<file path="src/rtl/affine_tex_walker.sv">
// Per-pixel affine texel-coordinate walker. Texel index is valid one cycle after px_en; cfg_ready drops while a set is pending.
// Define AFFINE_TEX_WALKER_MIRROR_EN for mirrored-repeat addressing instead of plain tiling.
module affine_tex_walker #(
  parameter int COORD_W  = 24,
  parameter int FRAC_W   = 16,
  parameter int TEX_LOG2 = 5
) (
  input  logic                clk,
  input  logic                rst,
  input  logic                cfg_valid,
  output logic                cfg_ready,
  input  logic [COORD_W-1:0]  cfg_u0,
  input  logic [COORD_W-1:0]  cfg_v0,
  input  logic [COORD_W-1:0]  cfg_du_dx,
  input  logic [COORD_W-1:0]  cfg_dv_dx,
  input  logic [COORD_W-1:0]  cfg_du_dy,
  input  logic [COORD_W-1:0]  cfg_dv_dy,
  input  logic                frame_start,
  input  logic                line_start,
  input  logic                px_en,
  output logic [TEX_LOG2-1:0] tex_u,
  output logic [TEX_LOG2-1:0] tex_v,
  output logic                tex_valid,
  output logic                busy
);

`ifdef AFFINE_TEX_WALKER_MIRROR_EN
  localparam int IDX_HI = FRAC_W + TEX_LOG2;
`else
  localparam int IDX_HI = FRAC_W + TEX_LOG2 - 1;
`endif

  typedef enum logic {IDLE, RUN} state_t;
  state_t state, state_nxt;

  logic               pending;
  logic [COORD_W-1:0] sh_u0, sh_v0, sh_du_dx, sh_dv_dx, sh_du_dy, sh_dv_dy;
  logic [COORD_W-1:0] act_u0, act_v0, act_du_dx, act_dv_dx, act_du_dy, act_dv_dy;
  logic [COORD_W-1:0] row_u, row_v, u, v;

  logic               cfg_fire, commit, reload, run_eff;
  logic [COORD_W-1:0] e_du_dx, e_dv_dx, e_du_dy, e_dv_dy, e_row_u, e_row_v;
  logic [IDX_HI:FRAC_W] pix_u, pix_v;
  logic [TEX_LOG2-1:0]  idx_u, idx_v;

  assign cfg_ready = !pending;
  assign busy      = (state == RUN);
  assign cfg_fire  = cfg_valid && !pending;
  assign commit    = frame_start && pending;
  assign reload    = frame_start && !pending && (state == RUN);
  // A commit coinciding with line_start must already drive this line.
  assign run_eff   = (state == RUN) || commit;

  always_comb begin
    state_nxt = state;
    if (commit) state_nxt = RUN;
  end

  always_comb begin
    e_du_dx = commit ? sh_du_dx : act_du_dx;
    e_dv_dx = commit ? sh_dv_dx : act_dv_dx;
    e_du_dy = commit ? sh_du_dy : act_du_dy;
    e_dv_dy = commit ? sh_dv_dy : act_dv_dy;
    e_row_u = row_u;
    e_row_v = row_v;
    if (commit) begin
      e_row_u = sh_u0;
      e_row_v = sh_v0;
    end else if (reload) begin
      e_row_u = act_u0;
      e_row_v = act_v0;
    end
    pix_u = line_start ? e_row_u[IDX_HI:FRAC_W] : u[IDX_HI:FRAC_W];
    pix_v = line_start ? e_row_v[IDX_HI:FRAC_W] : v[IDX_HI:FRAC_W];
`ifdef AFFINE_TEX_WALKER_MIRROR_EN
    idx_u = pix_u[IDX_HI] ? ~pix_u[IDX_HI-1:FRAC_W] : pix_u[IDX_HI-1:FRAC_W];
    idx_v = pix_v[IDX_HI] ? ~pix_v[IDX_HI-1:FRAC_W] : pix_v[IDX_HI-1:FRAC_W];
`else
    idx_u = pix_u;
    idx_v = pix_v;
`endif
  end

  always_ff @(posedge clk) begin
    if (rst) state <= IDLE;
    else     state <= state_nxt;
  end

  always_ff @(posedge clk) begin
    if (rst) begin
      pending   <= 1'b0;
      sh_u0     <= '0; sh_v0     <= '0; sh_du_dx  <= '0;
      sh_dv_dx  <= '0; sh_du_dy  <= '0; sh_dv_dy  <= '0;
      act_u0    <= '0; act_v0    <= '0; act_du_dx <= '0;
      act_dv_dx <= '0; act_du_dy <= '0; act_dv_dy <= '0;
      row_u     <= '0; row_v     <= '0;
      u         <= '0; v         <= '0;
      tex_u     <= '0; tex_v     <= '0;
      tex_valid <= 1'b0;
    end else begin
      if (cfg_fire) begin
        sh_u0    <= cfg_u0;    sh_v0    <= cfg_v0;
        sh_du_dx <= cfg_du_dx; sh_dv_dx <= cfg_dv_dx;
        sh_du_dy <= cfg_du_dy; sh_dv_dy <= cfg_dv_dy;
        pending  <= 1'b1;
      end else if (commit) begin
        pending  <= 1'b0;
      end
      if (commit) begin
        act_u0    <= sh_u0;    act_v0    <= sh_v0;
        act_du_dx <= sh_du_dx; act_dv_dx <= sh_dv_dx;
        act_du_dy <= sh_du_dy; act_dv_dy <= sh_dv_dy;
      end
      tex_valid <= 1'b0;
      if (run_eff) begin
        if (line_start) begin
          row_u <= e_row_u + e_du_dy;
          row_v <= e_row_v + e_dv_dy;
          u     <= px_en ? e_row_u + e_du_dx : e_row_u;
          v     <= px_en ? e_row_v + e_dv_dx : e_row_v;
        end else begin
          row_u <= e_row_u;
          row_v <= e_row_v;
          if (px_en) begin
            u <= u + e_du_dx;
            v <= v + e_dv_dx;
          end
        end
        if (px_en) begin
          tex_valid <= 1'b1;
          tex_u     <= idx_u;
          tex_v     <= idx_v;
        end
      end
    end
  end

endmodule

</file>
<file path="config.mk">
export PLATFORM = sky130hd
export DESIGN_NAME = affine_tex_walker
export DESIGN_NICKNAME = d
export VERILOG_FILES = /design/src/rtl/affine_tex_walker.sv
export SDC_FILE = /design/constraint.sdc
export NUM_CORES = 1
export LEC_CHECK = 0
export ABC_AREA = 1
export ABC_CLOCK_PERIOD_IN_PS = 7300
export BUFFER_PORTS_ARGS = -buffer_cell sky130_fd_sc_hd__buf_4
export CORE_AREA = 2 2 203 205
export DETAILED_ROUTE_END_ITERATION = 10
export DIE_AREA = 0 0 205 207
export PLACE_DENSITY_LB_ADDON = 0.05
export SETUP_SLACK_MARGIN = 0.15
export SLEW_MARGIN = 20
export SYNTH_ARGS = -nofsm -noshare
export SYNTH_HDL_FRONTEND = slang
export SYNTH_SLANG_ARGS = --single-unit
</file>
<file path="constraint.sdc">
create_clock -name clk -period 7.3 [get_ports clk]
set_clock_uncertainty 0.1 [all_clocks]
set_input_delay 1.46 -clock clk [delete_from_list [all_inputs] [get_ports clk]]
set_output_delay 1.46 -clock clk [all_outputs]
set_load 0.03 [all_outputs]
</file>
Yosys cells after proc, flatten, opt, wreduce, memory -nomap -nowiden
Cells that the tools add are included.
{ "totals": {"in_bits": 150, "reg_bits": 397, "out_inout_bits": 13} }
{ "classes": {"reduce_logical": 11, "muxes": 21, "add_sub_neg": 6, "bitwise": 1} }
{ "ops": {"columns": ["cell", "count"], "rows": [
  ["2-to-1 mux 24 bit", 16],
  ["adder 24 bit", 6],
  ["2-to-1 mux 5 bit", 2],
  ["logical AND 1 bit", 4],
  ["AND reduction 2 bit", 2],
  ["nonzero test 2 bit", 2],
  ["2-to-1 mux 1 bit", 3],
  ["OR reduction 2 bit", 1],
  ["logical NOT 1 bit", 1],
  ["logical OR 1 bit", 1],
  ["NOT 1 bit", 1]
]} }

Logic depth before layout (Yosys ltp)
{ "depth": {"depth_word": 8, "depth_mapped": 24} }

Worst setup path before layout
OpenSTA, ideal clock, no wires.
{ "synth_path": {"path_type": "input to register", "startpoint": "input port frame_start", "endpoint": "register u[12]", "t_required_ns": 7.091, "arrival_time_ns": 3.884, "setup_slack_ns": 3.207, "setup_ns": 0.109, "cell_stages": 18, "path_cell_list": "nand2_4 > inv_4 > buf_4 > buf_4 > clkbuf_1 > or2_2 > o21ai_0 > inv_1 > ha_1 > nand2_1 > or2_2 > nand3_1 > a21oi_1 > or2_2 > nand2_1 > nand3_1 > nand2_1 > inv_1"} }
{ "synth_lines": {"columns": ["element", "line_no", "rtl"], "rows": [
  ["start, declared", "18", "input logic frame_start,"],
  ["logical AND 1 bit (*)", "49", "assign commit = frame_start && pending;"],
  ["2-to-1 mux 24 bit (*)", null, null],
  ["net e_du_dx[11]", "42", "logic [COORD_W-1:0] e_du_dx, e_dv_dx, e_du_dy, e_dv_dy, e_row_u, e_row_v;"],
  ["adder 24 bit (on tied branches)", "125, 119", null],
  ["2-to-1 mux 24 bit (on tied branches)", "124, 119", null],
  ["2-to-1 mux 24 bit (*)", "116", "if (line_start) begin"],
  ["end signal, assigned", "119", "u <= px_en ? e_row_u + e_du_dx : e_row_u;"],
  ["end signal, assigned", "125", "u <= u + e_du_dx;"],
  ["end, declared", "39", "logic [COORD_W-1:0] row_u, row_v, u, v;"]
]} }
Mark *: on every way through the listed nets, which the timed path passes. The rest lies on a longest branch. The select of a mux whose other input is x is not followed.
A chain may end at the register's enable or synchronous reset.

Final worst setup path
{ "layout_path": {"startpoint": "input port frame_start", "endpoint": "register u[14]"} }
{ "layout_via": {"elab_chain_cells": 7} }
{ "layout_lines": {"columns": ["element", "line_no", "rtl"], "rows": [
  ["logical AND 1 bit (2 in a row)", "50", "assign reload = frame_start && !pending && (state == RUN);"],
  ["2-to-1 mux 24 bit", "69", "end else if (reload) begin"],
  ["2-to-1 mux 24 bit", "66", "if (commit) begin"],
  ["adder 24 bit", "119", null],
  ["2-to-1 mux 24 bit", "119", null],
  ["2-to-1 mux 24 bit", "116", null]
]} }
Several ways; a longest one is shown, not always the timed one. The select of a mux whose other input is x is not followed.

==> metrics.log <==
INFO  metric crit_fanout = 91
INFO  metric layout_commonest_cell = nand2_1
INFO  metric maxClockFrequency = 201 MHz
INFO  metric buffer_ports.inserted = 144
INFO  metric worst_setup_path_startpoint = frame_start
INFO  metric initial_core_utilization = 0.543
INFO  metric drt-initial-drc-count = 1931
INFO  metric cts-root-buf = clkbuf_16
INFO  metric pwr_density_cell = 221 nW/um^2
INFO  metric ir_drop = 0.000190 V
INFO  metric core = 40400 um^2
INFO  metric via_count = 22630
INFO  metric cp_num_buf_inv = 5
INFO  metric die_w = 205 um
INFO  metric status = finished, final reports clean
INFO  metric tritoncts = built
INFO  metric count_of_state_elements_after_synthesis = 349
INFO  metric area_growth_syn_to_layout = 12.2%
INFO  metric gr-total-overflow = 0
INFO  metric avgViaCountPerCell = 5.52
INFO  metric setup_violations = 0
INFO  metric yosysSeqAreaShare = 0.318
INFO  metric grt_pass1_wl = 109 mm
INFO  metric detailedPlacementHpwl = 51.1 mm
INFO  metric final_max_slew_viol_count = 0
INFO  metric synth_cell_types = 40
INFO  metric fin_util = 0.610
INFO  metric kind_of_start_point_of_the_critical_path = input pin
INFO  metric placementRows = 74
INFO  metric grt_overall_usage = 0.323
INFO  metric floorplan.die.height = 207 um
INFO  metric post_cts_resized = 0
INFO  metric dr.pass1.iters = 6
INFO  metric cts-hold-fix-buffers = 0
INFO  metric worstPathRequired = 7660 ps
INFO  metric min-delay-path-class = reg -> reg
INFO  metric synth-async-reset-ratio = 0
INFO  metric worst-endpoint-arrival = 5340 ps
INFO  metric timing.final.crit_period = 4990 ps
INFO  metric pin_count = 163
INFO  metric rsz_0062_raised_after_global_routing = no
INFO  metric finalWirelength = 69.5 mm
INFO  metric post_cts.repair.setup_buffers = 0
INFO  metric fin_worst_hold_slack = 349 ps
INFO  metric slew_headroom = 0.283
INFO  metric layout.cells.most_common_list = 757 x nand2_1, 503 x nor2_1, 485 x inv_1
INFO  metric cts_made_buffers = 40
INFO  metric synth_flop_cell = dfxtp_1
INFO  metric worst_path_most_repeated_cell = nand2_1
INFO  metric post_drt_wl_per_cell = 16.9 um
INFO  metric tightest_slew = 1080 ps
INFO  metric final.period_utilization = 0.683
INFO  metric synth-edff-count = 0
INFO  metric clock-sinks = 349
INFO  metric antenna_left = 0
INFO  metric layout-drive-gt1-share = 0.0823
INFO  metric cts_max_level = 2
INFO  metric critical_path.cell_chain = buf_4 -> nand2_4 -> buf_4 -> o221ai_1 -> nand2_1 -> ha_1 -> inv_1 -> fa_1 -> inv_1 -> nand3_1 -> nand2_1 -> nand2_1 -> nand2_1 -> nand3_1 -> nand3_1 -> nand3_1 -> nand2_1 -> nand3_1 -> nand2_1 -> inv_1
INFO  metric fin_setup_tns = 0 ps
INFO  metric timing.setup.critical_path_class = in -> reg
INFO  metric timing.critical_path.slowest_cell_delay = 790 ps
INFO  metric insertion_delay = 560 ps
INFO  metric critical_path.slowest_cell = buf_4
INFO  metric route.detailed.drc = 0
INFO  metric synth_area_per_cell = 6.29 um^2
INFO  metric clk_pin_slew = 60 ps
INFO  metric synthesis.instances = 3486
INFO  metric post_synth_design_cell_area = 21900 um^2
INFO  metric nets = 3821
INFO  metric finalWeightedCongestion = 0.943
INFO  metric mappedNetlistNets = 3762
INFO  metric number_of_failing_hold_endpoints_at_the_final_stage = 0
INFO  metric antenna_violations_before_repair = 0
INFO  metric cap_viol_max_count = 0
INFO  metric design.die.area = 42400 um^2
INFO  metric n_antenna_cell = 0
INFO  metric path_delay_family = simple AND/OR/NAND/NOR gates
INFO  metric synth-warning-count = 0
INFO  metric cellLeakagePower = 0.0122 uW
INFO  metric r2r_start = pending$_SDFFE_PP0P_
INFO  metric fillCellCount = 3913
INFO  metric grt_pass1_vias = 20891
INFO  metric ctsLongestPathBuffers = 3
INFO  metric hold_start = sh_du_dx[17]$_SDFFE_PP0P_
INFO  metric grt_max_degree = 113
INFO  metric cp-end-kind = flop
stage by stage:
| stage | setup slack, ps | instance area [um^2] | total power, uW | std cells |
|---|---|---|---|---|
| floorplan | 3210 | 21900 | 2980 | 3486 |
| global placement | 1980 | 23300 | 3320 | 4035 |
| detailed placement | 1850 | 23300 | 3350 | 4035 |
| CTS | 2420 | 24600 | 5450 | 4103 |
| global route | 2030 | 24600 | 5700 | 4103 |
| finish | 2310 | 24600 | 5430 | 4103 |
path summary, 6_finish.rpt:
check / cells after the start / slack, ps / to
max: 20 / 2310 / u[14]$_SDFFE_PP0P_
max reg2reg: 19 / 2830 / v[16]$_SDFFE_PP0P_
min reg2reg: 2 / 350 / sh_du_dx[17]$_SDFFE_PP0P_
min: 2 / 350 / sh_du_dx[17]$_SDFFE_PP0P_
synthesized netlist by cell type (6+ instances only):
cell type | number | area, um^2
o21ai_0 | 335 | 1680
a22oi_1 | 8 | 60.1
dfxtp_1 | 349 | 6990
a221oi_1 | 8 | 70.1
nand3b_1 | 19 | 143
a21o_1 | 7 | 52.6
o211ai_1 | 10 | 75.1
nor3_1 | 13 | 65.1
fa_1 | 6 | 120
o22ai_1 | 37 | 231
a21oi_1 | 258 | 1290
inv_1 | 487 | 1830
and2_1 | 12 | 75.1
a31oi_1 | 30 | 188
xor2_1 | 16 | 140
nand4_1 | 27 | 169
or2_2 | 59 | 369
nand2_1 | 758 | 2850
o21bai_1 | 24 | 180
o21ai_1 | 9 | 45.0
nor2_1 | 504 | 1890
xnor2_1 | 11 | 96.3
clkbuf_1 | 105 | 394
nand3_1 | 206 | 1030
buf_1 | 7 | 26.3
nor4_1 | 8 | 50.1
ha_1 | 120 | 1500
buf_2 | 26 | 130
metal layers:
| metal | up-vias | routed length (um) | GRT usage |
|---|---|---|---|
| met1 | 10466 | 32700 | 0.462 |
| met3 | 98 | 4640 | 0.0500 |
| met4 | 0 | 1550 | 0.0901 |
| met5 | - | 0 | 0 |
| li1 | 11362 | - | - |
| met2 | 704 | 30600 | 0.504 |
power by group:
| group | switching (uW) | leakage, uW | internal (uW) |
|---|---|---|---|
| combinational | 814 | 0.00871 | 418 |
| clock | 842 | 0.000653 | 1260 |
| sequential | 64.4 | 0.00286 | 2040 |
| total | 1720 | 0.0122 | 3710 |
worst reg2reg max path, stage by stage (launching register included):
cell and delay [ps]:
dfxtp_1 570, nand2_4 370, inv_4 690, nand2_1 250, nand2_1 290, ha_1 280
inv_1 80, fa_1 440, inv_1 100, nand3_1 70, nand2_1 190, nand2_1 80
nand2_1 170, nand3_1 130, nand3_1 100, nand2_1 50, o21bai_1 230, nand3_1 100
nand2_1 70, inv_1 40
cells by family (layout without fill, tap and decap cells):
logic type | count (synthesis) | after routing | share of synthesized area
flops | 349 | 349 | 0.318
simple gates | 1611 | 1611 | 0.304
xor+xnor | 27 | 27 | 0.0108
fa+ha+maj | 126 | 126 | 0.0739
buf+inv | 633 | 718 | 0.111
compound gates | 740 | 740 | 0.182
final cells by class:
cell class,instances,area [um^2],share of cell area
flip-flops and latches,349,6990,0.284
clock buffers,52,1120,0.0454
repair buffers,160,1230,0.0500
inverters,490,1850,0.0750
multi-input cells,2504,12500,0.509
well taps,532,666,0.0271
clock inverters,16,228,0.00925
Note: power is estimated with default switching activity, not from simulation.
